--- config.mk ---
export PLATFORM = sky130hd
export DESIGN_NAME = board_window_reader
export DESIGN_NICKNAME = d
export VERILOG_FILES = /design/src/rtl/board_window_reader.sv
export SDC_FILE = /design/constraint.sdc
export NUM_CORES = 1
export LEC_CHECK = 0
export BUFFER_PORTS_ARGS = -buffer_cell sky130_fd_sc_hd__buf_2
export CAP_MARGIN = 10
export CORE_AREA = 2 2 166 168
export CTS_BUF_LIST = sky130_fd_sc_hd__clkbuf_4 sky130_fd_sc_hd__clkbuf_8
export DETAILED_ROUTE_END_ITERATION = 12
export DIE_AREA = 0 0 168 170
export GPL_ROUTABILITY_DRIVEN = 0
export GPL_TIMING_DRIVEN = 0
export PLACE_DENSITY = 0.74
export REMOVE_ABC_BUFFERS = 1
export SYNTH_ARGS = -nofsm -noshare
export SYNTH_HDL_FRONTEND = slang
export SYNTH_SLANG_ARGS = --single-unit
--- constraint.sdc ---
create_clock -name clk -period 6.3 [get_ports clk]
set_input_delay 0.945 -clock clk [delete_from_list [all_inputs] [get_ports clk]]
set_output_delay 0.945 -clock clk [all_outputs]
set_load 0.05 [all_outputs]
--- src/rtl/board_window_reader.sv ---
// Reads the 4x4 board window under a falling piece, one row per cycle, and reports
// the raw window plus collision and out-of-bounds flags for the latched piece mask.
module board_window_reader (
    input  logic         clk,
    input  logic         reset,
    input  logic         start,
    input  logic [9:0]   Block_X_Pos,
    input  logic [9:0]   Block_Y_Pos,
    input  logic [15:0]  piece_mask,
    input  logic [239:0] board_state,
    output logic         busy,
    output logic         done,
    output logic [15:0]  window,
    output logic         collision,
    output logic         out_of_bounds
);

    typedef enum logic [1:0] {IDLE, READ, DONE} state_t;

    state_t      state;
    logic [5:0]  col_q;
    logic [5:0]  row_q;
    logic [15:0] mask_q;
    logic [1:0]  row_cnt;
    logic [15:0] win_acc;
    logic        oob_acc;

    logic [6:0]  cell_row;
    logic [6:0]  cell_col;
    logic [3:0]  row_bits;
    logic [3:0]  row_oob;
    logic [3:0]  row_mask;
    logic        oob_now;
    logic [15:0] win_full;

    // Cell coordinates are 7 bits wide so col/row up to 51+3 never alias onto a real cell.
    always_comb begin
        // NOTE: every combinational output gets a default first, so no path can infer a latch.
        row_bits = '0;
        row_oob  = '0;
        cell_col = '0;
        cell_row = 7'(row_q) + 7'(row_cnt);
        for (int c = 0; c < 4; c++) begin
            cell_col = 7'(col_q) + 7'(c);
            if (cell_col <= 7'd9 && cell_row <= 7'd23) begin
                row_bits[c] = board_state[8'(cell_row) * 8'd10 + 8'(cell_col)];
            end else begin
                row_bits[c] = 1'b1;
                row_oob[c]  = 1'b1;
            end
        end
        row_mask = mask_q[{row_cnt, 2'b00} +: 4];
        oob_now  = |(row_oob & row_mask);
        win_full = {row_bits, win_acc[11:0]};
    end

    // NOTE: all state below is written with non-blocking assignments so every register
    // sees the pre-edge value of every other register.
    always_ff @(posedge clk) begin
        if (reset) begin
            state         <= IDLE;
            row_cnt       <= '0;
            busy          <= 1'b0;
            done          <= 1'b0;
            window        <= '0;
            collision     <= 1'b0;
            out_of_bounds <= 1'b0;
            col_q         <= '0;
            row_q         <= '0;
            mask_q        <= '0;
            win_acc       <= '0;
            oob_acc       <= 1'b0;
        end else begin
            case (state)
                IDLE: begin
                    done <= 1'b0;
                    if (start) begin
                        col_q   <= 6'(Block_X_Pos / 10'd20);
                        row_q   <= 6'(Block_Y_Pos / 10'd20);
                        mask_q  <= piece_mask;
                        row_cnt <= '0;
                        win_acc <= '0;
                        oob_acc <= 1'b0;
                        busy    <= 1'b1;
                        state   <= READ;
                    end
                end
                READ: begin
                    win_acc[{row_cnt, 2'b00} +: 4] <= row_bits;
                    oob_acc <= oob_acc | oob_now;
                    row_cnt <= row_cnt + 2'd1;
                    if (row_cnt == 2'd3) begin
                        // Last row folds in combinationally so results land exactly at DONE entry.
                        window        <= win_full;
                        collision     <= |(win_full & mask_q);
                        out_of_bounds <= oob_acc | oob_now;
                        done          <= 1'b1;
                        state         <= DONE;
                    end
                end
                DONE: begin
                    done  <= 1'b0;
                    busy  <= 1'b0;
                    state <= IDLE;
                end
                default: state <= IDLE;
            endcase
        end
    end

endmodule

==> results_dict.tcl, run 1 <==
set metrics [dict create \
    setup-violations-final 0 \
    worst_slew_pin_slew_ns 1.27 \
    crit_end "collision$_SDFFE_PP0P_" \
    io_buffers 298 \
    synth-async-reset-ratio 0 \
    drv_slew 0 \
    clkPwrFrac 0.077 \
    synth_cell_types 80 \
    path_cells "ha_1 -> fa_1 -> ha_1 -> ha_1 -> fa_1 -> xor2_1 -> ha_1 -> nor3b_1 -> a311oi_1 -> o311ai_1 -> buf_2 -> a2111oi_0 -> o311a_1 -> a41oi_2 -> a221oi_1 -> a31oi_1" \
    globalRouteTotalUtil 0.321 \
    crit_path_end_kind "flop" \
    dieArea_mm2 0.0286 \
    start_util 0.495 \
    routed_wl_um 46500 \
    syn_inst 1302 \
    wl_per_cell_um 25.0 \
    synth_edf_count 0 \
    critPathTopFamily "adder cells" \
    nets 1843 \
    pwr-share-seq 0.102 \
    crit_top_cell "ha_1" \
    synth_top_flop_cell "dfxtp_1" \
    layout_commonest_cell "buf_2" \
    r2r_slack_ns 0.25 \
    layout_setup_ws_ns 0.249 \
    drt_iter0_drc 1650 \
    drive_gt1_frac 0.411 \
    ff2ff_path_depth 16 \
    yosysWarnings 0 \
    dr.pass1.iters 5 \
    crit_path_start "row_cnt[0]$_SDFFE_PP0P_" \
    hp-class "reg2reg" \
    pre_cts_slack_ns 0.0764 \
    finalCriticalPeriod_ns 6.05 \
    power.density_mw_per_mm2 297 \
    ir_worst_vdd_mv 0.202 \
    rr_endpoint "collision$_SDFFE_PP0P_" \
    crit_type "reg2reg" \
    cell_internal_pwr_mw 2.37 \
    fin_util 0.572 \
    cp.depth 16 \
    cts_max_level 3 \
    ys_seq_elements 65 \
    netlist_area_mm2 0.0132 \
    grt_pass1_wl_um 71800 \
    maxCapViolations 0 \
    io_pins 299 \
    root_buffer "clkbuf_8" \
    hold_viol_final 0 \
    grt_max_degree 66 \
    routed_via_density 7.21 \
    switchingPower_mw 2.16 \
    avgSynthCellArea_um2 10.1 \
    power_frac_comb 0.821 \
    hold_buffers 0 \
    grt_pass1_vias 13100 \
    fmax_mhz 165 \
    die_w_um 168 \
    overflow 0 \
    num_vias 13400 \
    power_mw 4.53 \
    arrival_ns 6.29 \
    numCtsBuffers 9 \
    rows 60 \
    max-slew-margin-rel 0.148 \
    detail-route-antenna-nets 0 \
    rsz0062_at_grt "false" \
    clock_path_buffers 2 \
    required_ns 6.54 \
    crit_fanout 11 \
    clk_latency_ns 0.35 \
    critPathMaxStageDelay_ns 0.89 \
    drc 0 \
    cts_tree "built" \
    fin_skew_ns 0.0107 \
    core_area_mm2 0.0267 \
    worst_setup_path_start_kind "flop" \
    clkTransAtPathRegs_ns 0.07 \
    crit_slowest_cell "fa_1" \
    leakage_nw 5.87 \
    switching_share 0.477 \
    final_cell_mix "300 x buf_2, 258 x mux4_2, 182 x nand2_1" \
    finalHoldWorstSlack_ns 0.450 \
    dpl.hpwl_um 35500 \
    ys_seq_area_frac 0.0987 \
    crit_buf_inv 1 \
    cts_sinks 65 \
    area_growth_pct 15.7 \
    antenna_found_initial 9 \
    die_h_um 170 \
    status "finished clean" \
    r2r-start "row_cnt[0]$_SDFFE_PP0P_" \
    period_share 0.961 \
]
==> routing by layer <==
metal,global-route usage,up-vias,part of all wire
met5,0,-,0.00071
met4,0.144,6,0.055
met3,0.0716,231,0.11
met2,0.542,1022,0.48
met1,0.397,6468,0.36
li1,-,5717,-
==> power by group through the flow <==
stage	clock, mW	sequential [mW]	combinational, mW
2_1_floorplan	0	0.498	2.53
3_3_place_gp	0	0.515	3.50
3_5_place_dp	0	0.470	3.60
4_1_cts	0.354	0.461	3.61
5_1_grt	0.372	0.465	3.89
6_report	0.348	0.462	3.72
==> through the flow <==
stage               std cells  TNS [ns]  instance area [um^2]
finish                   1864         0                 15200
CTS                      1855         0                 15200
detailed placement       1840         0                 15000
floorplan                1187    -81.62                 12600
global placement         1826   -160.42                 14600
global route             1862         0                 15200
==> worst min path at each step <==
stage | from | depth (start not counted) | end
finish | window[11]$_SDFFE_PP0P_ | 2 | window[11]$_SDFFE_PP0P_
global route | window[4]$_SDFFE_PP0P_ | 2 | window[4]$_SDFFE_PP0P_
CTS | window[11]$_SDFFE_PP0P_ | 2 | window[11]$_SDFFE_PP0P_
detailed placement | window[11]$_SDFFE_PP0P_ | 2 | window[11]$_SDFFE_PP0P_
global placement | window[5]$_SDFFE_PP0P_ | 2 | window[5]$_SDFFE_PP0P_
floorplan | mask_q[14]$_SDFFE_PP0P_ | 2 | mask_q[14]$_SDFFE_PP0P_
==> cell families after synthesis <==
logic type / Yosys count / synth area share
compound gates: 264 / 0.136
xor+xnor: 37 / 0.0273
buf+inv: 149 / 0.0512
mux: 311 / 0.482
fa+ha+maj: 53 / 0.0534
flops: 65 / 0.0987
simple gates: 423 / 0.151
==> synth_stat cells (4+ instances only) <==
cell	number	area share
o211ai_1	9	0.0051
and3_1	13	0.0062
or3_1	10	0.0047
nand2_1	182	0.052
fa_1	6	0.0091
a311o_1	4	0.0030
a311oi_1	9	0.0060
buf_1	6	0.0017
and2_1	10	0.0047
inv_1	33	0.0094
ha_1	45	0.043
a221o_1	4	0.0030
o21ai_1	4	0.0015
nand2b_1	14	0.0066
nor3_1	24	0.0091
mux2_2	8	0.0068
a21o_1	12	0.0068
a31oi_1	12	0.0057
buf_2	50	0.019
a221oi_1	10	0.0066
a21oi_1	81	0.031
o22ai_1	7	0.0033
a22o_1	4	0.0027
a22oi_1	14	0.0080
a2bb2oi_1	6	0.0040
clkbuf_1	45	0.013
mux2i_1	44	0.033
nor2_1	52	0.015
nor2b_1	13	0.0062
nand3_1	62	0.024
mux4_2	258	0.44
nand3b_1	4	0.0023
nor4_1	4	0.0019
xnor2_1	23	0.015
buf_4	14	0.0080
dfxtp_1	65	0.099
a211oi_1	20	0.011
a2111oi_0	6	0.0040
o21ai_0	25	0.0095
xor2_1	10	0.0066
nand4_1	16	0.0076
==> sequential cells by signal, indices dropped and copies added (netlist names) <==
signal         cells
win_acc           12
col_q              6
row_q              6
mask_q            16
oob_acc            1
busy               1
row_cnt            2
out_of_bounds      1
window            16
state              2
done               1
collision          1
==> tightest hold or removal path: stages, from the launching register on <==
cell and delay [ns]:
dfxtp_1 0.31, nand2_1 0.05, a21oi_1 0.05
==> what timing repair did <==
action / 4_1_cts / 5_1_grt
endpoints found under the setup margin: 1 / 5
gates resized for setup: 1 / 2
pin swaps: 0 / 1
hold endpoints to repair: 0 / 0
buffers inserted: 0 / 1
==> cell type report <==
cell class	instances	area, um^2
tap	341	427
multi-input combinational	1088	11300
antenna	6	15.0
sequential	65	1310
inverter	34	128
clock buffer	12	146
fill	2271	11400
timing repair buffer	315	1840
clock inverter	3	42.5
Power figures use the tool's default switching activity.
==> run 2: changes to the inputs <==
--- a/config.mk
+++ b/config.mk
@@ -7,13 +7,14 @@
 export LEC_CHECK = 0
 export BUFFER_PORTS_ARGS = -buffer_cell sky130_fd_sc_hd__buf_2
 export CAP_MARGIN = 10
-export CORE_AREA = 2 2 166 168
+export CORE_AREA = 2 2 158 160
 export CTS_BUF_LIST = sky130_fd_sc_hd__clkbuf_4 sky130_fd_sc_hd__clkbuf_8
 export DETAILED_ROUTE_END_ITERATION = 12
-export DIE_AREA = 0 0 168 170
+export DIE_AREA = 0 0 160 162
 export GPL_ROUTABILITY_DRIVEN = 0
 export GPL_TIMING_DRIVEN = 0
-export PLACE_DENSITY = 0.74
+export PLACE_DENSITY = 0.8
+export RECOVER_POWER = 50
 export REMOVE_ABC_BUFFERS = 1
 export SYNTH_ARGS = -nofsm -noshare
 export SYNTH_HDL_FRONTEND = slang
==> results_dict.tcl, run 2 (same netlist as run 1, synthesis figures left out) <==
set metrics [dict create \
    power_frac_comb 0.811 \
    crit_type "reg2reg" \
    cell_internal_pwr_mw 2.43 \
    met3_usage 0.0718 \
    core_area_mm2 0.0241 \
    multi_input_area_mm2 0.0114 \
    drive_gt1_frac 0.402 \
    maxCapViolations 1 \
    met1_usage 0.417 \
    hold_buffers 0 \
    largest_registers "mask_q: 16 flops, window: 16 flops, win_acc: 12 flops" \
    worst_setup_path_start_kind "flop" \
    dieArea_mm2 0.0259 \
    hold_viol_final 0 \
    met2_usage 0.562 \
    num_vias 13300 \
    switching_share 0.472 \
    period_share 0.947 \
    clkTransAtPathRegs_ns 0.08 \
    layout_setup_ws_ns 0.333 \
    rr_endpoint "collision$_SDFFE_PP0P_" \
    drc 0 \
    power.density_mw_per_mm2 301 \
    setup_tns_ns 0 \
    setup-violations-final 0 \
    seq_area_mm2 0.00131 \
    io_pins 299 \
    required_ns 6.59 \
    hold_depth 2 \
    crit_fanout 11 \
    layout.cells.non_filler 1851 \
    place_inst 1825 \
    fin_skew_ns 0.00988 \
    dpl.hpwl_um 34300 \
    cts_tree "built" \
    fin_area_mm2 0.0153 \
    die_h_um 162 \
    crit_buf_inv 1 \
    layout_commonest_cell "buf_2" \
    violations "capacitance limit, slew limit" \
    leakage_nw 5.84 \
    routed_via_density 7.16 \
    die_w_um 160 \
    status "finished, violations left" \
    routed_wl_um 45100 \
    path_cells "ha_1 -> fa_1 -> ha_1 -> ha_1 -> fa_1 -> ha_1 -> inv_1 -> xnor2_1 -> mux2i_1 -> a311oi_1 -> and4_1 -> a31oi_2 -> a221oi_1 -> a31oi_1" \
    rows 57 \
    rsz0062_at_grt "false" \
    io_buffers 298 \
    dr.pass1.iters 5 \
    cts_max_level 3 \
    detail-route-antenna-nets 0 \
    hp-class "reg2reg" \
    grt_pass1_vias 13100 \
    clk_latency_ns 0.36 \
    critPathMaxStageDelay_ns 1.02 \
    pre_cts_slack_ns 0.113 \
    clock_path_buffers 2 \
    hold_path_end "window[3]$_SDFFE_PP0P_" \
    place_area_mm2 0.0150 \
    nets 1846 \
    switchingPower_mw 2.17 \
    grt_max_degree 70 \
    antenna_found_initial 8 \
    critPathTopFamily "adder cells" \
    r2r-start "row_cnt[0]$_SDFFE_PP0P_" \
    numCtsBuffers 9 \
    wl_per_cell_um 24.4 \
    ff2ff_path_depth 14 \
    root_buffer "clkbuf_8" \
    nFillCells 1979 \
    overflow 0 \
    worst_slew_pin_slew_ns 2.78 \
    hold_start "window[3]$_SDFFE_PP0P_" \
    crit_top_cell "ha_1" \
    crit_slowest_cell "xnor2_1" \
    arrival_ns 6.26 \
    grt_pass1_wl_um 70200 \
    area_growth_pct 16.1 \
    fmax_mhz 168 \
    drt_iter0_drc 1822 \
    grt-busiest-layer "met2" \
    crit_path_end_kind "flop" \
    finalCriticalPeriod_ns 5.97 \
    clkPwrFrac 0.089 \
    start_util 0.547 \
    finalHoldWorstSlack_ns 0.459 \
    r2r_slack_ns 0.33 \
    pwr-share-seq 0.100 \
    globalRouteTotalUtil 0.340 \
    fin_util 0.635 \
    max-slew-margin-rel -0.852 \
    drv_slew 66 \
    ir_worst_vdd_mv 0.221 \
    final_cell_mix "281 x buf_2, 258 x mux4_2, 182 x nand2_1" \
    power_mw 4.60 \
    cts_sinks 65 \
]
## run 2: per-layer routing
metal	vias to the layer above	routed length (um)
met2	1066	21500
li1	5719	-
met1	6272	15500
met5	-	24
met4	4	2490
met3	197	5600
## run 2: power groups by stage
stage / Combinational, mW / Clock [mW] / Sequential (mW)
finish: 3.73 / 0.407 / 0.462
global route: 3.92 / 0.429 / 0.465
CTS: 3.62 / 0.405 / 0.461
detailed placement: 3.61 / 0 / 0.470
global placement: 3.48 / 0 / 0.515
floorplan: 2.53 / 0 / 0.498
## run 2: worst min-delay path, delay by kind of cell (launching register included)
kind	cells	cell delay, ns
AOI/OAI and AO/OA	1	0.05
DFF	1	0.31
and+or+nand+nor	1	0.05
## run 2: final cells by class
| cell class | count | area share |
|---|---|---|
| multi-input combinational | 1088 | 0.742 |
| timing repair buffer | 318 | 0.122 |
| sequential | 65 | 0.0853 |
| tap | 324 | 0.0265 |
| inverter | 34 | 0.00834 |
| clock buffer | 9 | 0.00810 |
| clock inverter | 7 | 0.00654 |
| antenna | 6 | 0.000981 |
## run 2: repair_timing
action,in CTS,in global routing
setup buffers,0,1
endpoints found under the setup margin,0,4
resized for setup,0,4
## run 2: worst max-delay path by stage
stage,from,endpoint,depth (start not counted)
after global routing,row_cnt[0]$_SDFFE_PP0P_,win_acc[3]$_SDFFE_PP0P_,14
after CTS,row_cnt[0]$_SDFFE_PP0P_,collision$_SDFFE_PP0P_,15
after floorplan,col_q[0]$_SDFFE_PP0P_,collision$_SDFFE_PP0P_,13
final,row_cnt[0]$_SDFFE_PP0P_,collision$_SDFFE_PP0P_,14
after global placement,col_q[0]$_SDFFE_PP0P_,collision$_SDFFE_PP0P_,13
after detailed placement,row_cnt[0]$_SDFFE_PP0P_,collision$_SDFFE_PP0P_,15
